$ cat src/rtl/multicycle_control.sv
// Multi-cycle control FSM: sequences FETCH/DECODE/EXEC/MEM/WB, handles the memory
// ready/timeout handshake and owns the N status flag used by conditional writes.
module multicycle_control #(
  parameter int OPW         = 6,
  parameter int FW          = 6,
  parameter int HAS_STATUS  = 1,
  parameter int MEM_TIMEOUT = 15
) (
  input  logic           clk,
  input  logic           reset,
  input  logic [OPW-1:0] opcode,
  input  logic [FW-1:0]  func,
  input  logic           neg_in,
  input  logic           mem_ready,
  output logic           pc_write,
  output logic           pc_write_cond,
  output logic           ir_write,
  output logic           iord,
  output logic           mem_read,
  output logic           mem_write,
  output logic           mem_to_reg,
  output logic           reg_dst,
  output logic           reg_write,
  output logic           alu_src_a,
  output logic [1:0]     alu_src_b,
  output logic [1:0]     alu_op,
  output logic [1:0]     pc_source,
  output logic [2:0]     state,
  output logic           n_flag_q,
  output logic           illegal,
  output logic           bus_error
);

  typedef enum logic [2:0] {
    FETCH  = 3'd0,
    DECODE = 3'd1,
    EXEC   = 3'd2,
    MEM    = 3'd3,
    WB     = 3'd4
  } state_t;

  localparam int CNT_W = (MEM_TIMEOUT < 2) ? 1 : $clog2(MEM_TIMEOUT + 1);

  localparam logic [OPW-1:0] OP_R   = OPW'(6'b000000);
  localparam logic [OPW-1:0] OP_LW  = OPW'(6'b100011);
  localparam logic [OPW-1:0] OP_SW  = OPW'(6'b101011);
  localparam logic [OPW-1:0] OP_BEQ = OPW'(6'b000100);
  localparam logic [OPW-1:0] OP_J   = OPW'(6'b000010);
  localparam logic [OPW-1:0] OP_CW  = OPW'(6'b011000);

  state_t           state_q, state_d;
  logic [CNT_W-1:0] cnt_q, cnt_d;
  logic             is_r, is_lw, is_sw, is_beq, is_j, is_cw, legal;
  logic             waiting, timeout_hit;
  logic             unused_func;

  // func is consumed by the ALU control downstream, not here
  assign unused_func = ^func;

  assign is_r   = (opcode == OP_R);
  assign is_lw  = (opcode == OP_LW);
  assign is_sw  = (opcode == OP_SW);
  assign is_beq = (opcode == OP_BEQ);
  assign is_j   = (opcode == OP_J);
  assign is_cw  = (HAS_STATUS != 0) && (opcode == OP_CW);
  assign legal  = is_r | is_lw | is_sw | is_beq | is_j | is_cw;

  assign waiting     = ((state_q == FETCH) || (state_q == MEM)) && !mem_ready;
  assign timeout_hit = waiting && (MEM_TIMEOUT > 0) && (cnt_q == CNT_W'(MEM_TIMEOUT - 1));

  assign state = state_q;

  always_ff @(posedge clk) begin
    if (reset) begin
      state_q  <= FETCH;
      cnt_q    <= '0;
      n_flag_q <= 1'b0;
    end else begin
      state_q <= state_d;
      cnt_q   <= cnt_d;
      if ((HAS_STATUS != 0) && (state_q == EXEC) && is_r)
        n_flag_q <= neg_in;
    end
  end

  always_comb begin
    state_d       = state_q;
    pc_write      = 1'b0;
    pc_write_cond = 1'b0;
    ir_write      = 1'b0;
    iord          = 1'b0;
    mem_read      = 1'b0;
    mem_write     = 1'b0;
    mem_to_reg    = 1'b0;
    reg_dst       = 1'b0;
    reg_write     = 1'b0;
    alu_src_a     = 1'b0;
    alu_src_b     = 2'b00;
    alu_op        = 2'b00;
    pc_source     = 2'b00;
    illegal       = 1'b0;
    bus_error     = 1'b0;

    // counter saturates when no timeout is configured so it never wraps
    if (waiting && !timeout_hit)
      cnt_d = (cnt_q == '1) ? cnt_q : cnt_q + 1'b1;
    else
      cnt_d = '0;

    case (state_q)
      FETCH: begin
        mem_read  = 1'b1;
        alu_src_b = 2'b01;
        ir_write  = mem_ready;
        pc_write  = mem_ready;
        if (mem_ready) state_d = DECODE;
      end
      DECODE: begin
        alu_src_b = 2'b11;
        if (legal) begin
          state_d = EXEC;
        end else begin
          illegal = 1'b1;
          state_d = FETCH;
        end
      end
      EXEC: begin
        state_d = FETCH;
        if (is_r) begin
          alu_src_a = 1'b1;
          alu_op    = 2'b10;
          state_d   = WB;
        end else if (is_lw || is_sw || is_cw) begin
          alu_src_a = 1'b1;
          alu_src_b = 2'b10;
          state_d   = is_cw ? WB : MEM;
        end else if (is_beq) begin
          alu_src_a     = 1'b1;
          alu_op        = 2'b01;
          pc_write_cond = 1'b1;
          pc_source     = 2'b01;
        end else if (is_j) begin
          pc_write  = 1'b1;
          pc_source = 2'b10;
        end
      end
      MEM: begin
        iord = 1'b1;
        if (is_lw) begin
          mem_read = 1'b1;
          if (mem_ready) state_d = WB;
        end else if (is_sw) begin
          mem_write = 1'b1;
          if (mem_ready) state_d = FETCH;
        end else begin
          state_d = FETCH;
        end
      end
      WB: begin
        state_d = FETCH;
        if (is_r) begin
          reg_dst   = 1'b1;
          reg_write = 1'b1;
        end else if (is_lw) begin
          mem_to_reg = 1'b1;
          reg_write  = 1'b1;
        end else if (is_cw) begin
          reg_write = n_flag_q;
        end
      end
      default: state_d = FETCH;
    endcase

    if (timeout_hit) begin
      bus_error = 1'b1;
      state_d   = FETCH;
    end

    // reset is synchronous, so outputs are forced low for the whole reset cycle
    if (reset) begin
      pc_write      = 1'b0;
      pc_write_cond = 1'b0;
      ir_write      = 1'b0;
      iord          = 1'b0;
      mem_read      = 1'b0;
      mem_write     = 1'b0;
      mem_to_reg    = 1'b0;
      reg_dst       = 1'b0;
      reg_write     = 1'b0;
      alu_src_a     = 1'b0;
      alu_src_b     = 2'b00;
      alu_op        = 2'b00;
      pc_source     = 2'b00;
      illegal       = 1'b0;
      bus_error     = 1'b0;
    end
  end

endmodule
$ cat config.mk
export PLATFORM = sky130hd
export DESIGN_NAME = multicycle_control
export DESIGN_NICKNAME = d
export VERILOG_FILES = /design/src/rtl/multicycle_control.sv
export SDC_FILE = /design/constraint.sdc
export NUM_CORES = 1
export LEC_CHECK = 0
export CELL_PAD_IN_SITES_DETAIL_PLACEMENT = 1
export CELL_PAD_IN_SITES_GLOBAL_PLACEMENT = 1
export CORE_MARGIN = 5
export CORE_UTILIZATION = 23
export CTS_CLUSTER_DIAMETER = 150
export DETAILED_ROUTE_END_ITERATION = 16
export PLACE_DENSITY_LB_ADDON = 0.1
export SYNTH_ARGS = -nofsm -noshare
export SYNTH_HDL_FRONTEND = slang
export SYNTH_SLANG_ARGS = --single-unit
export TNS_END_PERCENT = 50
$ cat constraint.sdc
create_clock -name clk -period 1.6 [get_ports clk]
set_clock_uncertainty 0.2 [all_clocks]
set_input_delay 0.16 -clock clk [delete_from_list [all_inputs] [get_ports clk]]
set_output_delay 0.16 -clock clk [all_outputs]
set_load 0.02 [all_outputs]
Yosys cells after proc, flatten, opt, wreduce, memory -nomap -nowiden. Cells that the tools add are included.

Logic and storage cells: 105. Register bits: 8. Bits of input ports: 16. Output and inout bits: 22.

Equal/unequal tests: 14. Reductions and logical operators: 14. $add $sub $neg: 1. Bitwise logic cells: 6. Mux-type cells: 67.

Operator list (count): $mux 1 (42); $mux 2 (13); $mux 3 (8); $eq 6x6->1 const B (2); $pmux 3 s4 (1); $eq 4x4->1 const B (2); $eq 3x2->1 const B (2); $eq 6x2->1 const B (1); $eq 6x3->1 const B (1); $eq 6x5->1 const B (1); $logic_not 6->1 (1); $ne 3x3->1 const B (2); $pmux 2 s3 (1); $or 1x1->1 (5); $add 4x1->4 const B (1); $logic_and 1x1->1 (4); $pmux 1 s2 (2); $reduce_or 2->1 (2); $eq 3x1->1 const B (1); $eq 3x3->1 const B (1); $logic_not 3->1 (1); $logic_or 1x1->1 (3); $reduce_and 3->1 (1); $logic_not 1->1 (2); other kinds (2) (2).

Longest topological paths before layout. Gate-level depths: netlist of the first run.

Depth in word-level cells: 9. Gate-level depth with buffers: 5. Gate-level depth less buffers: 5.

Least setup slack after synthesis of the first run. OpenSTA, ideal clock, no wires.

Path type: reg-to-output. Start point: register state_q[1], in the netlist state[1]. End point: output port alu_op[0]. Cell stages (with the launch flop): 6. Buffers on the path: 2. Required time: 1.240 ns. Arrival time: 2.204 ns. Path slack: -0.964 ns. Cell sequence: dfxtp_1 buf_2 nand2_1 or2_2 nor4_1 buf_4.

Word-level cells in the longest chain between the ends: 3.

RTL lines: start: declaration (RTL line 51) `state_t state_q, state_d;`; start signal: assignment (RTL line 79) `state_q <= state_d;`; $eq 3x2->1 (RTL line 110) `case (state_q)`; $mux 2 (RTL line 110); $mux 2 (RTL line 180) `if (reset) begin`; end: declaration (RTL line 26) `output logic [1:0] alu_op,`.

Every way passes these cells.

Worst setup path after layout of the first run.
Start point: register state_q[0], in the netlist state[0]. End point: output port mem_to_reg.

Word-level cells in the longest chain between the ends: 3.

RTL lines: $eq 3x3->1 (RTL line 110); $mux 1 (RTL line 110); $mux 1 (RTL line 180); end: declaration (RTL line 21) `output logic mem_to_reg,`.

Every way passes these cells.

==> results by group, run 1 <==
Outcome
  – Outcome: complete, but fails checks
  – Failing checks: negative setup slack

Synth
  – Mean Syn Cell Area: between 7 and 8 um^2
  – Synthesized instance count: 92
  – EDFF count, synth: 0
  – Synth top area cells: dfxtp_1 23%, nor2_1 8.7%, nor3_2 4.3%
  – Share of the synthesized area in the top cell type: roughly 23%
  – Async SR Flop Fraction: 0%
  – Synth Flop Type: dfxtp_1
  – Sequential share of the synthesized area: between 20% and 30%
  – Syn_nets: 110
  – Ys Warns: 0
  – Syn Std Cell Area: about 690 um^2
  – Yosys top cell by area: dfxtp_1
  – Unique masters post-synth: 39
  – Synth Register Bits: 8

Global route
  – First-pass GRT wire length: approximately 5000 um
  – Total gr overflow: 0
  – Tot GR Track Use: 15.3%
  – Largest net degree at the start of global routing: 9
  – Vias in the first global route: 1,054
  – Initial antenna violation count: 0

Flow run
  – # Max-Cap Violations: 0

Setup path
  – CP max FO: 4
  – CP Cell Sequence: or4b_4 -> nor3_4 -> buf_6
  – CP Buf/Inv Count: 1
  – CP delay by family, top: simple AND/OR/NAND/NOR gates
  – Startpoint Class: flop
  – Crit. End Element: output port
  – Crit path from: state[0]$_SDFFE_PP0P_
  – CP arrival: ~1.5 ns
  – Crit path max-delay cell type: or4b_4
  – Worst Path Required: 1.24 ns
  – Critical path class: flop to output port
  – RR Startpoint: state[2]$_SDFFE_PP0P_
  – CP Depth: 3
  – Largest stage delay, worst path: about 0.6 ns
  – Path depth of the worst reg2reg path: 5

Timing
  – Minimum clock period: 1.87 ns
  – RSZ-0062 raised after global routing: true
  – Max-slew headroom: 81.5%
  – Worst Tran Pin Value: ~0.28 ns
  – Final worst slack: -0.270 ns
  – Final setup violation count: 23
  – Highest Clock Rate: 0.535 GHz
  – Max Slew Vio Count: 0
  – Tcrit/Tclk final: 117%
  – Final Hold Violating Endpoints: 0

CTS
  – CTS Root Cell: clkbuf_4
  – TritonCTS clock tree: yes
  – Clock Sink Count: 8
  – Clock slew at reported path FFs: 0.06 ns
  – Later-pin clock latency in the skew report: between 0.2 and 0.3 ns
  – Clk buf depth: 2
  – Hold Buf Count CTS: 0
  – CTS buffer count: 3
  – H-tree levels: 1

Routing
  – WL final: between 3000 and 4000 um
  – 1st-pass router iterations: 3
  – Via count: about 960
  – Post-DRT Antenna Nets: 0
  – DR iter-0 viols: 32
  – DRC Markers: 0
  – Post-DR vias/cell: about 5
  – Wire per inst: approximately 16 um

Min path
  – Hold path start: opcode[2]
  – Worst hold stages: 4
  – Hold crit path type: input port to flop

Cells and area
  – N_diodes: 0
  – Commonest non-fill, non-tap cell in the layout: buf_4
  – Layout area overhead: 126%
  – FF+latch area: 171 um^2
  – Share of layout cells above drive strength 1: 64.4%
  – Filler instances: 356
  – Fin nets: approximately 180
  – Most frequent cells in the layout: 42 x buf_4, 20 x buf_6, 10 x nor2_1, 7 x dlygate4sd2_1
  – Fin area: around 1600 um^2
  – Area taken by multi-input logic gates: between 600 and 700 um^2

Floorplanning
  – Initial Utilization: between 20% and 30%
  – Die height: approximately 65 um
  – Core footprint: about 3000 um^2
  – DIE AREA: between 4000 and 5000 um^2
  – Die Width: ~65 um
  – Placement Rows: 20
  – I/O pins: 38

Power and ir drop
  – Power Total: about 590 uW
  – Power Density: around 380 nW/um^2
  – Leakage power: just under 0.7 nW
  – Worst vdd ir: between 0.2 and 0.3 mV

Placement
  – Dpl cell area: 1360 um^2
  – Port Buffers: 31
  – Post-DP HPWL: 2390 um
  – GPL Wtd Cong: around 0.82
## tightest hold or removal path: stages
cell      delay, ns
buf_2          0.10
buf_4          0.12
a2111o_1       0.11
a211oi_2       0.06
## worst paths after layout
check	end	slack [ns]
setup reg to reg	cnt_q[1]$_SDFFE_PP0P_	-0.26
hold / removal	state[2]$_SDFFE_PP0P_	0.13
setup / recovery	mem_to_reg	-0.27
hold reg to reg	cnt_q[1]$_SDFFE_PP0P_	0.38
## cell type report
class | instances | area share [%]
clock buffers | 4 | 1.68
inverters | 2 | 0.480
multi-input cells | 77 | 44.2
flip-flops and latches | 8 | 11.0
well taps | 33 | 2.64
repair buffers | 72 | 40.1
## synthesized netlist by cell type, types with 2 or more instances
cell / number
or3_1: 2
clkbuf_1: 2
nor3b_1: 2
or3_4: 2
ha_1: 2
a31oi_1: 2
a211oi_2: 2
nand3_1: 3
and3_1: 2
buf_4: 2
inv_1: 2
nor2_1: 16
or2_2: 2
nand3b_1: 2
o21ai_1: 3
dfxtp_1: 8
nand2_1: 7
nor3_2: 3
nor3_1: 5
a21oi_1: 4
## state kept, by name, summed over array words and instances, names as in the netlist
register	count
state	3
cnt_q	4
n_flag_q	1
## power breakdown
| group | internal, mW | switching (mW) |
|---|---|---|
| clock network | 0.0961 | 0.0792 |
| registers | 0.200 | 0.00384 |
| logic | 0.112 | 0.102 |
| total | 0.408 | 0.185 |
## per-stage QoR
stage / std cells / setup WS [ns] / TNS (ns) / utilization (%) / hold slack [ns]
2_1_floorplan: 92 / -0.148 / -0.962 / - / 0.0324
3_3_place_gp: 185 / -0.879 / -16.35 / 45.5 / 0.344
3_5_place_dp: 185 / -0.970 / -17.80 / 45.5 / 0.377
4_1_cts: 195 / -0.277 / -3.97 / 50.1 / 0.123
5_1_grt: 196 / -0.311 / -5.16 / 52.5 / 0.137
6_report: 196 / -0.270 / -3.67 / 52.5 / 0.127
## metal layers
layer  up-vias  track usage, %  share of wire [%]
li1        476               -                  -
met1       456            16.6                 41
met2        19            28.7                 55
met3         5            2.25                3.5
met4         0            6.60                1.3
met5         -               0                  0
## kinds of logic after synthesis
group                      after synthesis  synth area share (%)
buffers and inverters                    7                  5.05
AOI/OAI and AO/OA                       16                  16.8
xor gates and xnor gates                 2                  2.53
muxes                                    1                  1.44
and+or+nand+nor                         56                  47.5
DFF                                      8                  23.1
adders and majority gates                2                  3.61
## timing repair
item,in CTS,in global routing
setup buffers,6,1
gates resized for setup,140,15
endpoints found under the setup margin,30,24
pin swaps,13,7
No activity file was read; power rests on OpenSTA's default activity.
==> run 2, diff against run 1 <==
Settings changed: ABC_AREA from default to 0.
==> results of run 2 <==
No change in the layout: final DEF, timing and power equal those of run 1.
==> run 3, diff against run 2 <==
Settings changed: PLACE_DENSITY from default to 0.81, PLACE_DENSITY_LB_ADDON 0.1 to default, SKIP_CTS_REPAIR_TIMING from default to 1.
==> run 3 against run 2 <==
  * The flow still finishes with violations (negative setup slack)
  * First-iteration DRC count fell by 16%
  * Clock power grew 5%
  * Sequential power is essentially flat
  * Worst hold slack got worse by 0.082 ns
==> results by group, run 3 (synthesis results as in run 1) <==
Floorplanning
  – I/O pins: 38
  – Placement Rows: 20
  – Die height: 64.9 um
  – Core footprint: approximately 3000 um^2
  – Initial Utilization: between 20% and 30%
  – DIE AREA: 4210 um^2
  – Die Width: around 65 um

Routing
  – Wire per inst: between 15 and 20 um
  – Post-DRT Antenna Nets: 0
  – Max layer used: met4
  – 1st-pass router iterations: 3
  – Via count: 963
  – DRC Markers: 0
  – Routed wl met3: ~150 um
  – WL final: ~3200 um
  – Post-DR vias/cell: about 5.0
  – Met2 wire len: 1800 um
  – Met1 WL: 1180 um
  – DR iter-0 viols: 27

Power and ir drop
  – Worst vdd ir: just under 0.3 mV
  – Leakage power: between 0.7 and 0.8 nW
  – Power Density: around 390 nW/um^2

Setup path
  – Crit. End Element: output port
  – Critical path class: flop to output port
  – CP delay by family, top: simple AND/OR/NAND/NOR gates
  – Startpoint Class: flop
  – Worst Path Required: between 1 and 1.5 ns
  – CP arrival: between 1.5 and 2 ns
  – Largest stage delay, worst path: 0.60 ns
  – Crit path max-delay cell type: or4b_4
  – CP Cell Sequence: or4b_4 -> nor3_4 -> buf_6
  – CP Buf/Inv Count: 1
  – CP max FO: 4

CTS
  – Clock slew at reported path FFs: about 0.06 ns
  – Clock Sink Count: 8
  – TritonCTS clock tree: yes
  – Later-pin clock latency in the skew report: ~0.28 ns
  – Clk buf depth: 2
  – CTS buffer count: 3
  – CTS Root Cell: clkbuf_4
  – H-tree levels: 1

Global route
  – Largest net degree at the start of global routing: 8
  – Total gr overflow: 0
  – Vias in the first global route: approximately 1,100
  – Tot GR Track Use: between 10% and 20%
  – First-pass GRT wire length: roughly 4800 um
  – Initial antenna violation count: 0

Min path
  – Hold crit path type: input port to flop

Outcome
  – Failing checks: negative setup slack
  – Outcome: complete, but fails checks

Placement
  – GPL Wtd Cong: roughly 0.87
  – Port Buffers: 31
  – Dpl cell area: 1360 um^2
  – Post-DP HPWL: around 2500 um

Timing
  – Minimum clock period: between 1.5 and 2 ns
  – Final setup violation count: 21
  – Worst Tran Pin Value: between 0.2 and 0.3 ns
  – RSZ-0062 raised after global routing: true
  – Fin Setup TNS: -4.11 ns
  – Tcrit/Tclk final: 118%
  – Final worst slack: -0.291 ns
  – Max-slew headroom: ~81%
  – Highest Clock Rate: approximately 0.53 GHz
  – Final Hold Violating Endpoints: 0
  – Max Slew Vio Count: 0

Cells and area
  – Layout area overhead: 118%
  – Largest reg by FF count: cnt_q
  – Fin nets: ~180
  – Fin area: approximately 1500 um^2
  – Final core occ: between 50% and 60%
  – N_diodes: 0
  – Area taken by multi-input logic gates: around 700 um^2
  – FF+latch area: roughly 170 um^2
  – Max reg flops: 4
  – Filler instances: ~350
  – Most frequent cells in the layout: 48 x buf_4, 9 x nor2_1, 8 x dlymetal6s2s_1, 7 x buf_6
  – Commonest non-fill, non-tap cell in the layout: buf_4
  – Share of layout cells above drive strength 1: between 60% and 70%

Flow run
  – # Max-Cap Violations: 0
run 3: cell count changes in the layout (fill, tap and decap cells not counted), sizes merged:
cell          before  now
buf               63   55
dlymetal6s2s       0    8
dlygate4sd2        7    0
clkbuf             4    6
run 3: per-layer routing:
metal  vias to the layer above  global-route usage [%]
li1                        467                       -
met1                       459                    14.4
met2                        29                    28.5
met3                         8                    2.08
met4                         0                    7.39
met5                         -                       0
run 3: final cells by class:
cell class | count | area share, %
Multi-Input combinational cell | 77 | 46.2
Clock buffer | 4 | 1.74
Timing Repair Buffer | 67 | 37.7
Inverter | 2 | 0.497
Sequential cell | 8 | 11.2
Tap cell | 33 | 2.73
run 3: final timing paths:
path	from	to	slack, ns	cells past startpoint
min reg2reg	cnt_q[1]$_SDFFE_PP0P_	cnt_q[1]$_SDFFE_PP0P_	0.37	2
max	state[0]$_SDFFE_PP0P_	mem_to_reg	-0.29	3
max reg2reg	state[0]$_SDFFE_PP0P_	cnt_q[2]$_SDFFE_PP0P_	-0.28	5
min	reset	n_flag_q$_SDFFE_PP0P_	0.05	2
run 3: metrics by stage:
step           setup WS (ns)  power (mW)  instances  hold slack [ns]
2_1_floorplan         -0.148       0.284         92           0.0324
3_3_place_gp          -0.896       0.383        185            0.342
3_5_place_dp          -0.941       0.390        185            0.368
4_1_cts               -0.950       0.578        189            0.339
5_1_grt               -0.321       0.622        191           0.0650
6_report              -0.291       0.593        191           0.0451
run 3: report_power, final:
group | internal [mW] | switching [mW] | leakage (nW)
registers | 0.201 | 0.00411 | 0.0669
clock network | 0.0965 | 0.0871 | 0.0150
logic | 0.102 | 0.101 | 0.634
total | 0.400 | 0.193 | 0.716
